$ cat src/rtl/forwarding_unit_pipelined_if.sv
// Bus between the ID/EX/MEM pipeline registers and the forwarding unit.
// Carries the ID sources, producer info, data paths and the forwarding results.
interface forwarding_unit_pipelined_if #(
   parameter int ADDR_W  = 5,
   parameter int DATA_W  = 32,
   parameter int NUM_SRC = 2,
   parameter int CNT_W   = 16
);
   logic                        id_valid;
   logic [NUM_SRC*ADDR_W-1:0]   id_src_addr;
   logic                        advance;
   logic [ADDR_W-1:0]           idex_rd;
   logic                        idex_reg_write;
   logic                        idex_mem_read;
   logic [ADDR_W-1:0]           exmem_rd;
   logic                        exmem_reg_write;
   logic [DATA_W-1:0]           exmem_data;
   logic [DATA_W-1:0]           memwb_data;
   logic [NUM_SRC*DATA_W-1:0]   regfile_data;
   logic [NUM_SRC*2-1:0]        fwd_sel;
   logic [NUM_SRC*DATA_W-1:0]   operand;
   logic                        stall;
   logic [CNT_W-1:0]            hazard_count;

   modport master (
      output id_valid, id_src_addr, advance,
      output idex_rd, idex_reg_write, idex_mem_read,
      output exmem_rd, exmem_reg_write, exmem_data,
      output memwb_data, regfile_data,
      input  fwd_sel, operand, stall, hazard_count
   );

   modport slave (
      input  id_valid, id_src_addr, advance,
      input  idex_rd, idex_reg_write, idex_mem_read,
      input  exmem_rd, exmem_reg_write, exmem_data,
      input  memwb_data, regfile_data,
      output fwd_sel, operand, stall, hazard_count
   );
endinterface

$ cat src/rtl/forwarding_unit_pipelined.sv
// Forwarding selects precomputed in ID, registered into EX, plus
// load-use hazard detection with a multi-cycle stall FSM.
module forwarding_unit_pipelined #(
   parameter int ADDR_W      = 5,
   parameter int DATA_W      = 32,
   parameter int NUM_SRC     = 2,
   parameter int LOAD_STALL  = 1,
   parameter int ZERO_REG_EN = 1,
   parameter int CNT_W       = 16
) (
   input logic                       clock,
   input logic                       reset_n,
   forwarding_unit_pipelined_if.slave bus
);
   localparam int SC_W = (LOAD_STALL > 2) ? $clog2(LOAD_STALL) : 1;
   localparam logic [SC_W-1:0] SC_LOAD =
      SC_W'(LOAD_STALL > 1 ? LOAD_STALL - 2 : 0);

   typedef enum logic {IDLE, STALL} state_t;

   state_t                state, next_state;
   logic [SC_W-1:0]       cnt, next_cnt;
   logic [NUM_SRC*2-1:0]  sel, next_sel;
   logic [CNT_W-1:0]      count;
   logic [ADDR_W-1:0]     src;
   logic                  hazard;
   logic                  stall_raw;
   logic [NUM_SRC*DATA_W-1:0] ops;

   function automatic logic match(
      input logic [ADDR_W-1:0] a,
      input logic [ADDR_W-1:0] b
   );
      return (a == b) && !(ZERO_REG_EN != 0 && a == '0);
   endfunction

   // nearest producer wins: ID/EX lands in EX/MEM when consumer is in EX
   always_comb begin
      next_sel = '0;
      hazard   = 1'b0;
      src      = '0;
      for (int i = 0; i < NUM_SRC; i++) begin
         src = bus.id_src_addr[i*ADDR_W +: ADDR_W];
         if (bus.id_valid) begin
            if (bus.idex_reg_write && match(bus.idex_rd, src))
               next_sel[i*2 +: 2] = 2'b10;
            else if (bus.exmem_reg_write && match(bus.exmem_rd, src))
               next_sel[i*2 +: 2] = 2'b01;
            if (bus.idex_mem_read && bus.idex_reg_write &&
                match(bus.idex_rd, src))
               hazard = 1'b1;
         end
      end
   end

   always_comb begin
      next_state = state;
      next_cnt   = cnt;
      stall_raw  = 1'b0;
      case (state)
         IDLE: begin
            if (hazard) begin
               stall_raw = 1'b1;
               if (LOAD_STALL > 1) begin
                  next_state = STALL;
                  next_cnt   = SC_LOAD;
               end
            end
         end
         STALL: begin
            stall_raw = 1'b1;
            if (cnt == '0)
               next_state = IDLE;
            else
               next_cnt = cnt - 1'b1;
         end
         default: next_state = IDLE;
      endcase
   end

   always_ff @(posedge clock or negedge reset_n) begin
      if (!reset_n) begin
         state <= IDLE;
         cnt   <= '0;
      end else begin
         state <= next_state;
         cnt   <= next_cnt;
      end
   end

   // the bubble inserted during a stall must not forward
   always_ff @(posedge clock or negedge reset_n) begin
      if (!reset_n)
         sel <= '0;
      else if (stall_raw)
         sel <= '0;
      else if (bus.advance)
         sel <= next_sel;
   end

   always_ff @(posedge clock or negedge reset_n) begin
      if (!reset_n)
         count <= '0;
      else if (state == IDLE && hazard && count != '1)
         count <= count + CNT_W'(1);
   end

   always_comb begin
      ops = bus.regfile_data;
      for (int i = 0; i < NUM_SRC; i++) begin
         case (sel[i*2 +: 2])
            2'b10:   ops[i*DATA_W +: DATA_W] = bus.exmem_data;
            2'b01:   ops[i*DATA_W +: DATA_W] = bus.memwb_data;
            default: ;
         endcase
      end
   end

   assign bus.fwd_sel      = sel;
   assign bus.operand      = ops;
   assign bus.stall        = reset_n & stall_raw;
   assign bus.hazard_count = count;
endmodule

$ cat src/flat_wrapper.sv
// flat-port wrapper written by rule: the top's interface ports become plain ports
module forwarding_unit_pipelined_flat 
#(
   parameter int ADDR_W      = 5,
   parameter int DATA_W      = 32,
   parameter int NUM_SRC     = 2,
   parameter int LOAD_STALL  = 1,
   parameter int ZERO_REG_EN = 1,
   parameter int CNT_W       = 16
)
  (clock, reset_n, bus_id_valid, bus_id_src_addr, bus_advance, bus_idex_rd, bus_idex_reg_write, bus_idex_mem_read, bus_exmem_rd, bus_exmem_reg_write, bus_exmem_data, bus_memwb_data, bus_regfile_data, bus_fwd_sel, bus_operand, bus_stall, bus_hazard_count);
  forwarding_unit_pipelined_if #(.ADDR_W(ADDR_W), .DATA_W(DATA_W), .NUM_SRC(NUM_SRC), .CNT_W(CNT_W)) bus_i ();
  input logic clock;
  input logic reset_n;
  input wire logic [$bits(bus_i.id_valid)-1:0] bus_id_valid;
  input wire logic [$bits(bus_i.id_src_addr)-1:0] bus_id_src_addr;
  input wire logic [$bits(bus_i.advance)-1:0] bus_advance;
  input wire logic [$bits(bus_i.idex_rd)-1:0] bus_idex_rd;
  input wire logic [$bits(bus_i.idex_reg_write)-1:0] bus_idex_reg_write;
  input wire logic [$bits(bus_i.idex_mem_read)-1:0] bus_idex_mem_read;
  input wire logic [$bits(bus_i.exmem_rd)-1:0] bus_exmem_rd;
  input wire logic [$bits(bus_i.exmem_reg_write)-1:0] bus_exmem_reg_write;
  input wire logic [$bits(bus_i.exmem_data)-1:0] bus_exmem_data;
  input wire logic [$bits(bus_i.memwb_data)-1:0] bus_memwb_data;
  input wire logic [$bits(bus_i.regfile_data)-1:0] bus_regfile_data;
  output wire logic [$bits(bus_i.fwd_sel)-1:0] bus_fwd_sel;
  output wire logic [$bits(bus_i.operand)-1:0] bus_operand;
  output wire logic [$bits(bus_i.stall)-1:0] bus_stall;
  output wire logic [$bits(bus_i.hazard_count)-1:0] bus_hazard_count;
  assign bus_i.id_valid = bus_id_valid;
  assign bus_i.id_src_addr = bus_id_src_addr;
  assign bus_i.advance = bus_advance;
  assign bus_i.idex_rd = bus_idex_rd;
  assign bus_i.idex_reg_write = bus_idex_reg_write;
  assign bus_i.idex_mem_read = bus_idex_mem_read;
  assign bus_i.exmem_rd = bus_exmem_rd;
  assign bus_i.exmem_reg_write = bus_exmem_reg_write;
  assign bus_i.exmem_data = bus_exmem_data;
  assign bus_i.memwb_data = bus_memwb_data;
  assign bus_i.regfile_data = bus_regfile_data;
  assign bus_fwd_sel = bus_i.fwd_sel;
  assign bus_operand = bus_i.operand;
  assign bus_stall = bus_i.stall;
  assign bus_hazard_count = bus_i.hazard_count;
  forwarding_unit_pipelined #(.ADDR_W(ADDR_W), .DATA_W(DATA_W), .NUM_SRC(NUM_SRC), .LOAD_STALL(LOAD_STALL), .ZERO_REG_EN(ZERO_REG_EN), .CNT_W(CNT_W)) u_core (.clock(clock), .reset_n(reset_n), .bus(bus_i));
endmodule
$ cat config.mk
export PLATFORM = sky130hd
export DESIGN_NAME = forwarding_unit_pipelined_flat
export DESIGN_NICKNAME = d
export VERILOG_FILES = /design/src/rtl/forwarding_unit_pipelined_if.sv /design/src/rtl/forwarding_unit_pipelined.sv /design/src/flat_wrapper.sv
export SDC_FILE = /design/constraint.sdc
export NUM_CORES = 1
export LEC_CHECK = 0
export ABC_CLOCK_PERIOD_IN_PS = 1920
export BUFFER_PORTS_ARGS = -buffer_cell sky130_fd_sc_hd__buf_2
export CAP_MARGIN = 30
export CORE_AREA = 2 2 94 96
export CTS_CLUSTER_DIAMETER = 100
export CTS_CLUSTER_SIZE = 12
export DETAILED_ROUTE_END_ITERATION = 16
export DIE_AREA = 0 0 96 98
export GPL_TIMING_DRIVEN = 0
export PLACE_DENSITY = 0.77
export SYNTH_ARGS = -nofsm -noshare
export SYNTH_HDL_FRONTEND = slang
export SYNTH_SLANG_ARGS = --single-unit
$ cat constraint.sdc
create_clock -name clock -period 1.92 [get_ports clock]
set_clock_uncertainty 0.15 [all_clocks]
set_input_delay 0.384 -clock clock [delete_from_list [all_inputs] [get_ports clock]]
set_output_delay 0.384 -clock clock [all_outputs]
set_load 0.02 [all_outputs]
======== After elaboration in Yosys (flattened, before gate mapping) ========
Cells that the tools add are included.
word-level totals
  output and inout port bits .............. 85
  bits in registers ....................... 22
  logic and storage cells ................. 54
  bits of input ports ..................... 155
cells by class
  add/subtract/negate cells ............... 2
  multiplexer cells ....................... 19
  equal/unequal tests ..................... 9
  reductions and logical operators ........ 18
  bitwise gates (word level) .............. 2
operators by type and width
  operator                                              number
  case mux 32 bit (2 select lines)                      2
  equality test 5 bit                                   4
  adder 16 x 1 -> 16 bit (second input constant)        1
  != test 16 bit (second input constant)                1
  logical AND 1 bit                                     13
  zero test 5 bit                                       2
  2-to-1 mux 1 bit                                      10
  2-to-1 mux 2 bit                                      4
  2-to-1 mux 4 bit                                      2
  equality test 2 x 1 -> 1 bit (second input constant)  2
  equality test 2 bit (second input constant)           2
  zero test 1 bit                                       2
  case mux 1 bit (2 select lines)                       1
  nonzero test 2 bit                                    1
  AND 1 bit                                             1
  NOT 1 bit                                             1
  subtractor 1 bit (second input constant)              1

======== Logic depth before layout (Yosys ltp) ========
Gate-level depths: netlist of the first run.
  depth in word-level cells ............... 11
  gate-level depth with buffers ........... 7
  depth with buffers taken out ............ 7

======== Worst setup path after synthesis of the first run ========
Ideal clock, no wire load.
  path type ............................... register to output
  start ................................... reg u_core.sel[0], in the netlist u_core.bus.fwd_sel[0]
  end ..................................... out bus_operand[23]
  data arrival time ....................... 1.678 ns
  required time ........................... 1.386 ns
  slack ................................... -0.292 ns
  cell stages (with the launch flop) ...... 6
  path through ............................ dfrtp_1 > inv_1 > ha_1 > clkbuf_1 > clkbuf_1 > o21ai_0
on the way
  longest elaborated chain between the ends .. 2
  elaborated cells between the ends (all ways) .. 3
  those cells by class .................... eq/ne (2); mux (1)
ends and longest elaborated chain
  item                                                                 RTL line                          source
  start, declared                                                      forwarding_unit_pipelined.sv:23   logic [NUM_SRC*2-1:0] sel, next_sel;
  start signal, assigned                                               forwarding_unit_pipelined.sv:98   sel <= next_sel;
  equality test 2 x 1 -> 1 bit or equality test 2 bit (tied branches)  forwarding_unit_pipelined.sv:111  case (sel[i*2 +: 2])
  case mux 32 bit (2 select lines) *                                   forwarding_unit_pipelined.sv:111
  end, declared                                                        flat_wrapper.sv:27                output wire logic [$bits(bus_i.operand)-1:0] bus_operand;
Every way passes the cells marked *; elsewhere a longest branch is shown, timed or not.

======== Worst setup path in the final report of the first run ========
  start ................................... reg u_core.sel[2], in the netlist u_core.bus.fwd_sel[2]
  end ..................................... out bus_operand[62]
The elaborated chain is that of the path after synthesis.

==> metrics.txt, run 1 <==
outcome=finished, violations left; failing checks=negative setup slack; area leader, netlist=dfrtp_1; H-tree Lvls=1; Slew Limit Fails=0; Yosys top cell area share=20.4%; Net count, final=793; CTS root buffer=clkbuf_8; Top Ports=240; delay-heaviest family, CP=compound AO/OA/AOI/OAI gates; Post-Syn Instances=350; DR iter-0 viols=370; Setup crit start kind=register; Leak Pwr=roughly 0.0029 uW; WL per Instance=approximately 27 um; endpoints failing setup=between 60 and 70; placed cells=between 600 and 700; worst hold path cell count=2; ordered list of cells on the worst path=inv_2, ha_4, buf_12, a22oi_2, o21ai_4, buf_6; layout cells sized above 1=83.4%; Final Non-Filler Cells=about 740; Mapped Area=0.00246 mm^2; DR vias=roughly 4,600; Final min period=roughly 2300 ps; die area=about 0.0094 mm^2; Synth Warn #=0; setup slack, reg-to-reg=-20 ps; EDFF count, synth=0; antenna violations before repair=4; Synthesized Nets=between 500 and 600; Vias per Instance=around 6; max_slew headroom=39.2%; final core occ=between 80 and 90%; CTS Buf Count=3; RSZ-0062 raised after global routing=true; DPL Wire Length=between 10 and 15 mm; Crit path depth=6; RR Endpoint=u_core.bus.hazard_count[10]; synth-to-layout area growth=177%; Slew @ Worst Pin=910 ps; chip height=98 um; hold path endpoint=u_core.bus.fwd_sel[3]; Buf/Inv on CP=3; CTS Buffer Depth=2; post-synthesis sequential area ratio=20.4%; Critical Path End Type=output pin; Clock Sinks=20; global placer's final weighted congestion=just under 1; DR pass1 iterations=5; ys async rst share=100%; VDD IR-drop max=around 0.48 mV; CP arrival=1730 ps; dominant cell by count in the synthesized netlist=nand2_1; row count=34; cells on worst reg2reg path=6; core area=0.00847 mm^2; HP Start=bus_advance; number of global-route vias before repair=between 4,000 and 5,000; Clock Latency Late Sink=around 260 ps; Avg Inst Size Synth=7.02 um^2; drc violations=0; global-route wire length before repair=26.5 mm; Crit path largest cell delay=about 420 ps; Layout fillers=~440; I/O Buffers=between 200 and 250; largest net degree at the start of global routing=21; Post-synth top flop=dfrtp_1; Post-DRT Antenna Nets=0; final hold vios=0; Initial Utilization=about 29%; Max Cap Viol=0; Crit Path Category=register to output pin; global route total overflow=0; worst r2r src=u_core.bus.hazard_count[15]; top cells by area, synth=dfrtp_1, a22oi_1, o21ai_0; Die W=96 um; final worst setup slack=-349 ps; Netlist cell types=33; Critical Path RT=between 1000 and 1500 ps; class of the most critical hold timing path=input port to register; Post-Place Setup Slack=-468 ps; achievable frequency=around 440 MHz; GRT Util Overall=around 37%; Crit Path Max Fanout=10; synthesized flop and latch total=20; period utilization=118%; CTS tree=built; slowest cell on the critical path=dfrtp_2; DRT Wirelength=20.0 mm; Commonest cells post-synth=nand2_1, o21ai_0, a22oi_1, clkbuf_1; Clock Pin Slew Worst Setup and Hold Paths=~70 ps; PD cells=between 200 and 300 mW/mm^2
==> cells by family (layout without fill, tap and decap cells) <==
logic type | Yosys count | after routing | share of synthesized area, %
flops | 20 | 20 | 20.4
simple gates | 117 | 117 | 22.4
mux | 1 | 1 | 0.611
buf+inv | 30 | 312 | 4.58
other cells | 0 | 3 | 0
xor+xnor | 34 | 34 | 12.1
compound gates | 143 | 143 | 37.4
fa+ha+maj | 5 | 5 | 2.55
==> flip-flops by register name, summed over array words and instances (netlist names) <==
register and count:
u_core.bus.hazard_count 16, u_core.bus.fwd_sel 4
==> cell usage in the layout (no fill, tap or decap), drive strengths merged, types with 5 or more instances in the layout <==
cell,synthesis,layout
xnor2,20,20
o21ai,68,68
and3,5,5
buf,0,270
nand2,74,74
a21oi,6,6
ha,5,5
nand3,9,9
xor2,14,14
dfrtp,20,20
nand4,6,6
clkbuf,26,37
nor3,8,8
a22oi,64,64
==> cell type report <==
type                            count  area (um^2)  area share (%)
Timing Repair Buffer              278         2170            31.8
Inverter                            4         15.0           0.221
Buffer                             26          528            7.76
Multi-Input combinational cell    300         3380            49.7
Tap cell                          108          135            1.99
Clock buffer                        4         55.1           0.809
Sequential cell                    20          512            7.52
Antenna cell                        3         7.51           0.110
==> per-stage QoR <==
step                      total power (uW)  area [um^2]  TNS [ps]  hold WS (ps)
after floorplan                        882         3220     -52.4         -61.6
after global placement                1210         4560    -24110           207
after detailed placement              1220         4560    -24670           211
after CTS                             1840         6510    -13850           245
after global routing                  2010         6800    -18820           266
final                                 1950         6800    -16020           249
==> how the worst max path moves through the flow <==
stage | end | slack, ps | start
after CTS | bus_operand[25] | -230 | u_core.bus.fwd_sel[1]
after global routing | bus_operand[62] | -460 | u_core.bus.fwd_sel[2]
after detailed placement | bus_operand[9] | -470 | u_core.bus.fwd_sel[0]
after global placement | bus_operand[36] | -460 | u_core.bus.fwd_sel[2]
after floorplan | u_core.bus.hazard_count[10] | -40 | u_core.bus.hazard_count[13]
final | bus_operand[62] | -350 | u_core.bus.fwd_sel[2]
==> metal layers <==
| layer | GRT usage (%) | wire [um] | vias to the layer above | share of wire, % |
|---|---|---|---|---|
| li1 | - | - | 1871 | - |
| met1 | 38.6 | 6610 | 2182 | 33 |
| met2 | 62.0 | 9560 | 388 | 48 |
| met3 | 13.9 | 2140 | 148 | 11 |
| met4 | 21.8 | 1680 | 4 | 8.4 |
| met5 | 0 | 25 | - | 0.12 |
==> power by group <==
group	total, uW	leakage, uW	switching (uW)	internal, uW
clock network	322	0.0000288	139	183
logic	1170	0.00258	618	553
registers	459	0.000263	19.5	440
==> worst reg2reg max path: cells and delay by family, from the launching register on <==
kind            cells  cell delay [ps]
simple gates        3              690
xor+xnor            1              130
compound gates      2              450
flops               1              410
==> what timing repair did <==
item | CTS | global route
resized for setup | 373 | 49
setup buffers | 16 | 8
pin swaps | 51 | 16
hold buffers | 1 | 0
gates cloned | 15 | 0
endpoints found under the hold margin | 20 | 0
endpoints found under the setup margin | 69 | 71
Power figures use the tool's default switching activity.
==> run 2, diff against run 1 <==
- CELL_PAD_IN_SITES_DETAIL_PLACEMENT: default -> 1
- CELL_PAD_IN_SITES_GLOBAL_PLACEMENT: default -> 1
- CORE_AREA: 2 2 94 96 -> default
- CORE_MARGIN: default -> 2
- CORE_UTILIZATION: default -> 21
- DIE_AREA: 0 0 96 98 -> default
- PLACE_DENSITY: 0.77 -> 0.86
==> run 2 against run 1 <==
  * The flow still finishes with violations (negative setup slack)
  * Total power is 10% higher
  * Die area up 34%
  * Combinational power up 4%
  * Clock power is 47% higher
  * Clock-buffer cell count unchanged
  * Setup slack improved by 32 ps
  * Sequential power barely moved
  * First-iteration DRC count decreased by 22%
  * Wire length is 21% higher
  * Register-to-register slack worse by 80 ps
==> metrics.txt, run 2 (synthesized netlist as in run 1, its figures left out) <==
outcome=finished, violations left; failing checks=negative setup slack; DRT Wirelength=24.2 mm (+21%); WL per Instance=30.5 um (+13%); Slew Limit Fails=0 (unchanged); Final Non-Filler Cells=792 (+6.6%); cells on worst reg2reg path=7 (+1); I/O Buffers=239 (unchanged); worst r2r src=u_core.bus.hazard_count[0]; Final min period=2240 ps (-31.8 ps); H-tree Lvls=1 (unchanged); global-route wire length before repair=29.9 mm (+13%); Leak Pwr=0.00297 uW (+3.4%); CP arrival=1700 ps (-30 ps); setup TNS=-17,020 ps (-993 ps); Sequential cell area=512 um^2 (unchanged); endpoints failing setup=73 (+11%); Layout fillers=1,235 (+180%); GRT Util Overall=30.6% (-6.4 points); Placement Cell Area=0.00460 mm^2 (+0.96%); antenna violations before repair=9 (+5); CTS Buf Count=3 (unchanged); PD cells=306 mW/mm^2 (+6.6%); DR iter-0 viols=290 (-22%); final worst setup slack=-317 ps (+31.8 ps); setup slack, reg-to-reg=-100 ps (-80 ps); drc violations=0 (unchanged); Slew @ Worst Pin=921 ps (+11.1 ps); chip height=112 um (+14%); most frequent cells in the layout=buf_2, buf_6, a22oi_2, nand2_4, o21ai_4; class of the most critical hold timing path=input port to register; die area=0.0126 mm^2 (+34%); max FFs per register=16 (unchanged); Critical Path Sink=bus_operand[15]; WHS=274 ps (+24.8 ps); DPL Wire Length=12.1 mm (+14%); row count=39 (+15%); Post-DRT Antenna Nets=0 (unchanged); Die W=112 um (+17%); placed cells=732 (+5.0%); max_slew headroom=38.4% (-0.74 points); core area=0.0114 mm^2 (+35%); CTS Buffer Depth=2 (unchanged); Setup crit start kind=register; VDD IR-drop max=0.602 mV (+26%); Clock Latency Late Sink=250 ps (about the same); achievable frequency=447 MHz (+1.4%); CP startpoint=u_core.bus.fwd_sel[0]; fin area=0.00705 mm^2 (+3.6%); layout cells sized above 1=84.9% (+1.5 points); Vias per Instance=5.88 (-4.9%); most common cell after layout, fill and taps aside=buf_2; number of global-route vias before repair=4,869 (+5.1%); Clock Sinks=20 (unchanged); CTS root buffer=clkbuf_16; Max Cap Viol=0 (unchanged); largest net degree at the start of global routing=21 (unchanged); CTS tree=built; Crit Path Category=register to output pin; RSZ-0062 raised after global routing=true; Critical Path RT=1390 ps (about the same); Net count, final=797 (+0.50%); Crit Path Max Fanout=10 (unchanged); global placer's final weighted congestion=0.937 (-4.8%); RR Endpoint=u_core.bus.hazard_count[10]; final hold vios=0 (unchanged); DR vias=4,658 (+1.4%); global route total overflow=0 (unchanged); area of the multi-input gates=0.00346 mm^2 (+2.2%); period utilization=116% (-1.7 points); Initial Utilization=21.5% (-7.5 points); Clock Pin Slew Worst Setup and Hold Paths=50 ps (-20 ps); synth-to-layout area growth=187%; Top Ports=240 (unchanged); DR pass1 iterations=4 (-1); Post-Place Setup Slack=-591 ps (-124 ps); Critical Path End Type=output pin
==> run 2: cell count changes in the layout (fill, tap and decap cells not counted), moves of 3 or more <==
cell and delta:
diode_2 +10, nand2_4 +8, buf_6 +3, clkbuf_16 +6
o21ai_4 +4, o21ai_2 -4, nand2_8 -4, a22oi_1 -4
a22oi_2 +4
==> run 2: critical path: stages, from the launching register on <==
cell	delay (ps)
dfrtp_2	410
inv_2	60
ha_4	190
clkbuf_8	200
a22oi_2	330
o21ai_4	110
buf_6	140
==> run 2: through the flow <==
stage | utilization, % | power (uW)
2_1_floorplan | - | 882
3_3_place_gp | 40.3 | 1220
3_5_place_dp | 40.3 | 1240
4_1_cts | 58.1 | 2010
5_1_grt | 61.7 | 2220
6_report | 61.7 | 2150
==> run 2: per-layer routing <==
metal  global-route usage (%)  share of wire, %  vias up
li1                         -                 -     1882
met2                     59.4                51      375
met5                        0                 0        -
met1                     30.4                32     2259
met3                     6.59               8.5      142
met4                     15.0               8.0        0
==> run 2: repair_timing <==
item / in CTS / in global routing
pin swaps: 52 / 26
setup buffers: 17 / 8
cloned: 17 / 0
hold endpoints to repair: 20 / 0
hold buffers: 1 / 0
resized for setup: 369 / 69
setup endpoints to repair: 75 / 78
==> run 2: worst min path at each step <==
stage | start | to | slack (ps) | depth (start not counted)
2_1_floorplan | reset_n | u_core.bus.fwd_sel[0] | -60 | 0
3_3_place_gp | reset_n | u_core.bus.hazard_count[9] | 200 | 1
3_5_place_dp | reset_n | u_core.bus.hazard_count[7] | 210 | 1
4_1_cts | bus_advance | u_core.bus.fwd_sel[1] | 260 | 2
5_1_grt | bus_advance | u_core.bus.fwd_sel[1] | 310 | 2
6_report | bus_advance | u_core.bus.fwd_sel[1] | 270 | 2
==> run 2: layout make-up <==
class	instances	share of cell area (%)
flip-flops and latches	20	7.26
inverters	4	0.213
diodes	13	0.462
repair buffers	282	31.7
well taps	143	2.54
plain buffers	26	7.49
multi-input cells	300	49.1
clock buffers	4	1.26
==> run 2: report_power, final <==
group          switching (uW)  internal, uW
clock                     154           318
combinational             656           568
sequential               18.7           441
total                     829          1330
==> run 3, diff against run 2 <==
- CORE_ASPECT_RATIO: default -> 0.7
==> run 3 against run 2 <==
  * The flow still finishes with violations (negative setup slack)
  * Sequential power barely moved
  * Maximum frequency rose by 1.9%
  * Register-to-register slack got worse by 70 ps
  * Sequential cell count did not move
  * Largest cell class unchanged
  * Cell area fell by 1.0%
  * Clock-buffer cell count fell by 1
==> metrics.txt, run 3 (synthesized netlist as in run 1, its figures left out) <==
outcome=finished, violations left; failing checks=negative setup slack; number of global-route vias before repair=4,660 (-4.3%); global route total overflow=0 (unchanged); Crit path largest cell delay=440 ps (+30 ps); Clock Sinks=20 (unchanged); final worst setup slack=-275 ps (+42.3 ps); Slew Limit Fails=0 (unchanged); CTS Buffer Depth=2 (unchanged); H-tree Lvls=1 (unchanged); Setup crit start kind=register; slowest cell on the critical path=dfrtp_2; row count=33 (-15%); Post-DRT Antenna Nets=0 (unchanged); most frequent cells in the layout=buf_2, buf_6, a22oi_2, o21ai_4, nand2_4; RSZ-0062 raised after global routing=true; final hold vios=0 (unchanged); Post-Place Setup Slack=-628 ps (-36.9 ps); core area=0.0116 mm^2 (+1.2%); placed cells=746 (+1.9%); Clock Latency Late Sink=260 ps (about the same); I/O Buffers=239 (unchanged); Clock Pin Slew Worst Setup and Hold Paths=60 ps (about the same); drc violations=0 (unchanged); DRT Wirelength=20.6 mm (-15%); DPL Wire Length=12.0 mm (-1.0%); Critical Path End Type=output pin; DR vias=4,334 (-7.0%); most common cell after layout, fill and taps aside=buf_2; synth-to-layout area growth=184%; diode count=0 (-13); ordered list of cells on the worst path=inv_2, ha_4, clkbuf_16, clkbuf_16, o21ai_4, buf_6; endpoints failing setup=73 (unchanged); DR pass1 iterations=4 (unchanged); chip height=94.5 um (-16%); critical path's most frequent cell=clkbuf_16; Final min period=2190 ps (-42.3 ps); class of the most critical hold timing path=input port to register; Crit Path Category=register to output pin; period utilization=114% (-2.2 points); Top Ports=240 (unchanged); CP arrival=1660 ps (-40 ps); CTS Buf Count=3 (unchanged); Max Cap Viol=0 (unchanged); Final Non-Filler Cells=794 (+0.25%); max_slew headroom=37.7% (-0.72 points); VDD IR-drop max=0.475 mV (-21%); Vias per Instance=5.46 (-7.2%); Net Sw Power=800 uW (-3.4%); Sequential Power Share=20.7% (-0.6 points); P_int=1410 uW (+6.7%); Layout fillers=1,258 (+1.9%); Gate power share=53.0% (-3.8 points); CTS tree=built; global-route wire length before repair=27.1 mm (-9.3%); Crit Path Max Fanout=7 (-3); GRT Util Overall=28.0% (-2.6 points); antenna violations before repair=0 (-9); Critical Path RT=1390 ps (about the same); layout cells sized above 1=85.9% (+0.97 points); Leak Pwr=0.00292 uW (-1.7%); WL per Instance=25.9 um (-15%); max FFs per register=16 (unchanged); Clk pwr share=26.3% (+4.4 points); DR iter-0 viols=117 (-60%); Die W=133 um (+19%); PD cells=318 mW/mm^2 (+3.8%); achievable frequency=456 MHz (+1.9%); global placer's final weighted congestion=0.878 (-6.3%); Sw Ratio=36.1% (-2.3 points); Net count, final=798 (+0.13%); Slew @ Worst Pin=932 ps (+10.8 ps); CTS root buffer=clkbuf_16; Initial Utilization=21.3% (-0.27 points); largest net degree at the start of global routing=21 (unchanged); die area=0.0126 mm^2 (+0.11%)
## run 3: cell types whose count changed in the layout (fill, tap and decap cells not counted), moves of 2 or more
| cell | delta |
|---|---|
| buf_12 | +6 |
| dfrtp_2 | +2 |
| diode_2 | -13 |
| buf_6 | +2 |
| buf_8 | +5 |
| dfrtp_1 | -2 |
| nand2_4 | -13 |
| buf_4 | +2 |
| clkbuf_8 | -9 |
| nand2_2 | +15 |
| clkbuf_16 | -6 |
| and3_1 | -2 |
## run 3: final cells by class
type                            instances  area [um^2]  area share [%]
Multi-Input combinational cell        300         3410            48.9
Timing Repair Buffer                  283         2160            31.0
Buffer                                 26          571            8.18
Sequential cell                        20          514            7.37
Tap cell                              157          196            2.82
Clock buffer                            3         75.1            1.08
Clock inverter                          1         30.0           0.431
Inverter                                4         15.0           0.215
## run 3: routing by layer
layer	part of all wire, %	GRT usage, %	up-vias
li1	-	-	1871
met1	36	30.1	2122
met2	53	54.3	268
met3	6.7	5.15	73
met4	4.9	11.8	0
met5	0	0	-
## run 3: metrics by stage
stage	util (%)	setup TNS [ps]	area, um^2	power, uW	hold WS, ps
CTS	56.0	-14870	6480	2080	256
global route	60.3	-17520	6970	2290	283
global placement	39.9	-27900	4620	1210	203
detailed placement	39.9	-31080	4620	1240	232
floorplan	-	-52.4	3220	882	-61.6
finish	60.3	-14990	6970	2210	289
## run 3: worst max-delay path: cells and delay by family, from the launching register on
family	cells	cell delay (ps)
buf+inv	4	580
flops	1	440
fa+ha+maj	1	210
compound gates	1	160
## run 3: power groups by stage
stage | Clock, uW | Combinational (uW) | Sequential, uW
2_1_floorplan | 0 | 391 | 491
3_3_place_gp | 0 | 737 | 472
3_5_place_dp | 0 | 768 | 475
4_1_cts | 580 | 1040 | 458
5_1_grt | 606 | 1220 | 462
6_report | 583 | 1170 | 458
## run 3: final timing paths
kind	from	end	slack, ps	cells past startpoint
max	u_core.bus.fwd_sel[2]	bus_operand[52]	-270	6
min	bus_advance	u_core.bus.fwd_sel[3]	290	2
max reg2reg	u_core.bus.hazard_count[15]	u_core.bus.hazard_count[7]	-170	7
min reg2reg	u_core.bus.hazard_count[9]	u_core.bus.hazard_count[9]	390	1
max in group asynchronous	reset_n	u_core.bus.hazard_count[4]	300	2
min in group asynchronous	reset_n	u_core.bus.hazard_count[9]	690	2
## run 3: timing repair
item                                    in CTS  in global routing
hold endpoints to repair                    20                  0
resized for setup                          348                 91
endpoints found under the setup margin      75                 79
pin swaps                                   49                 25
gates cloned                                12                  3
setup buffers                               17                 11
hold buffers                                 1                  0
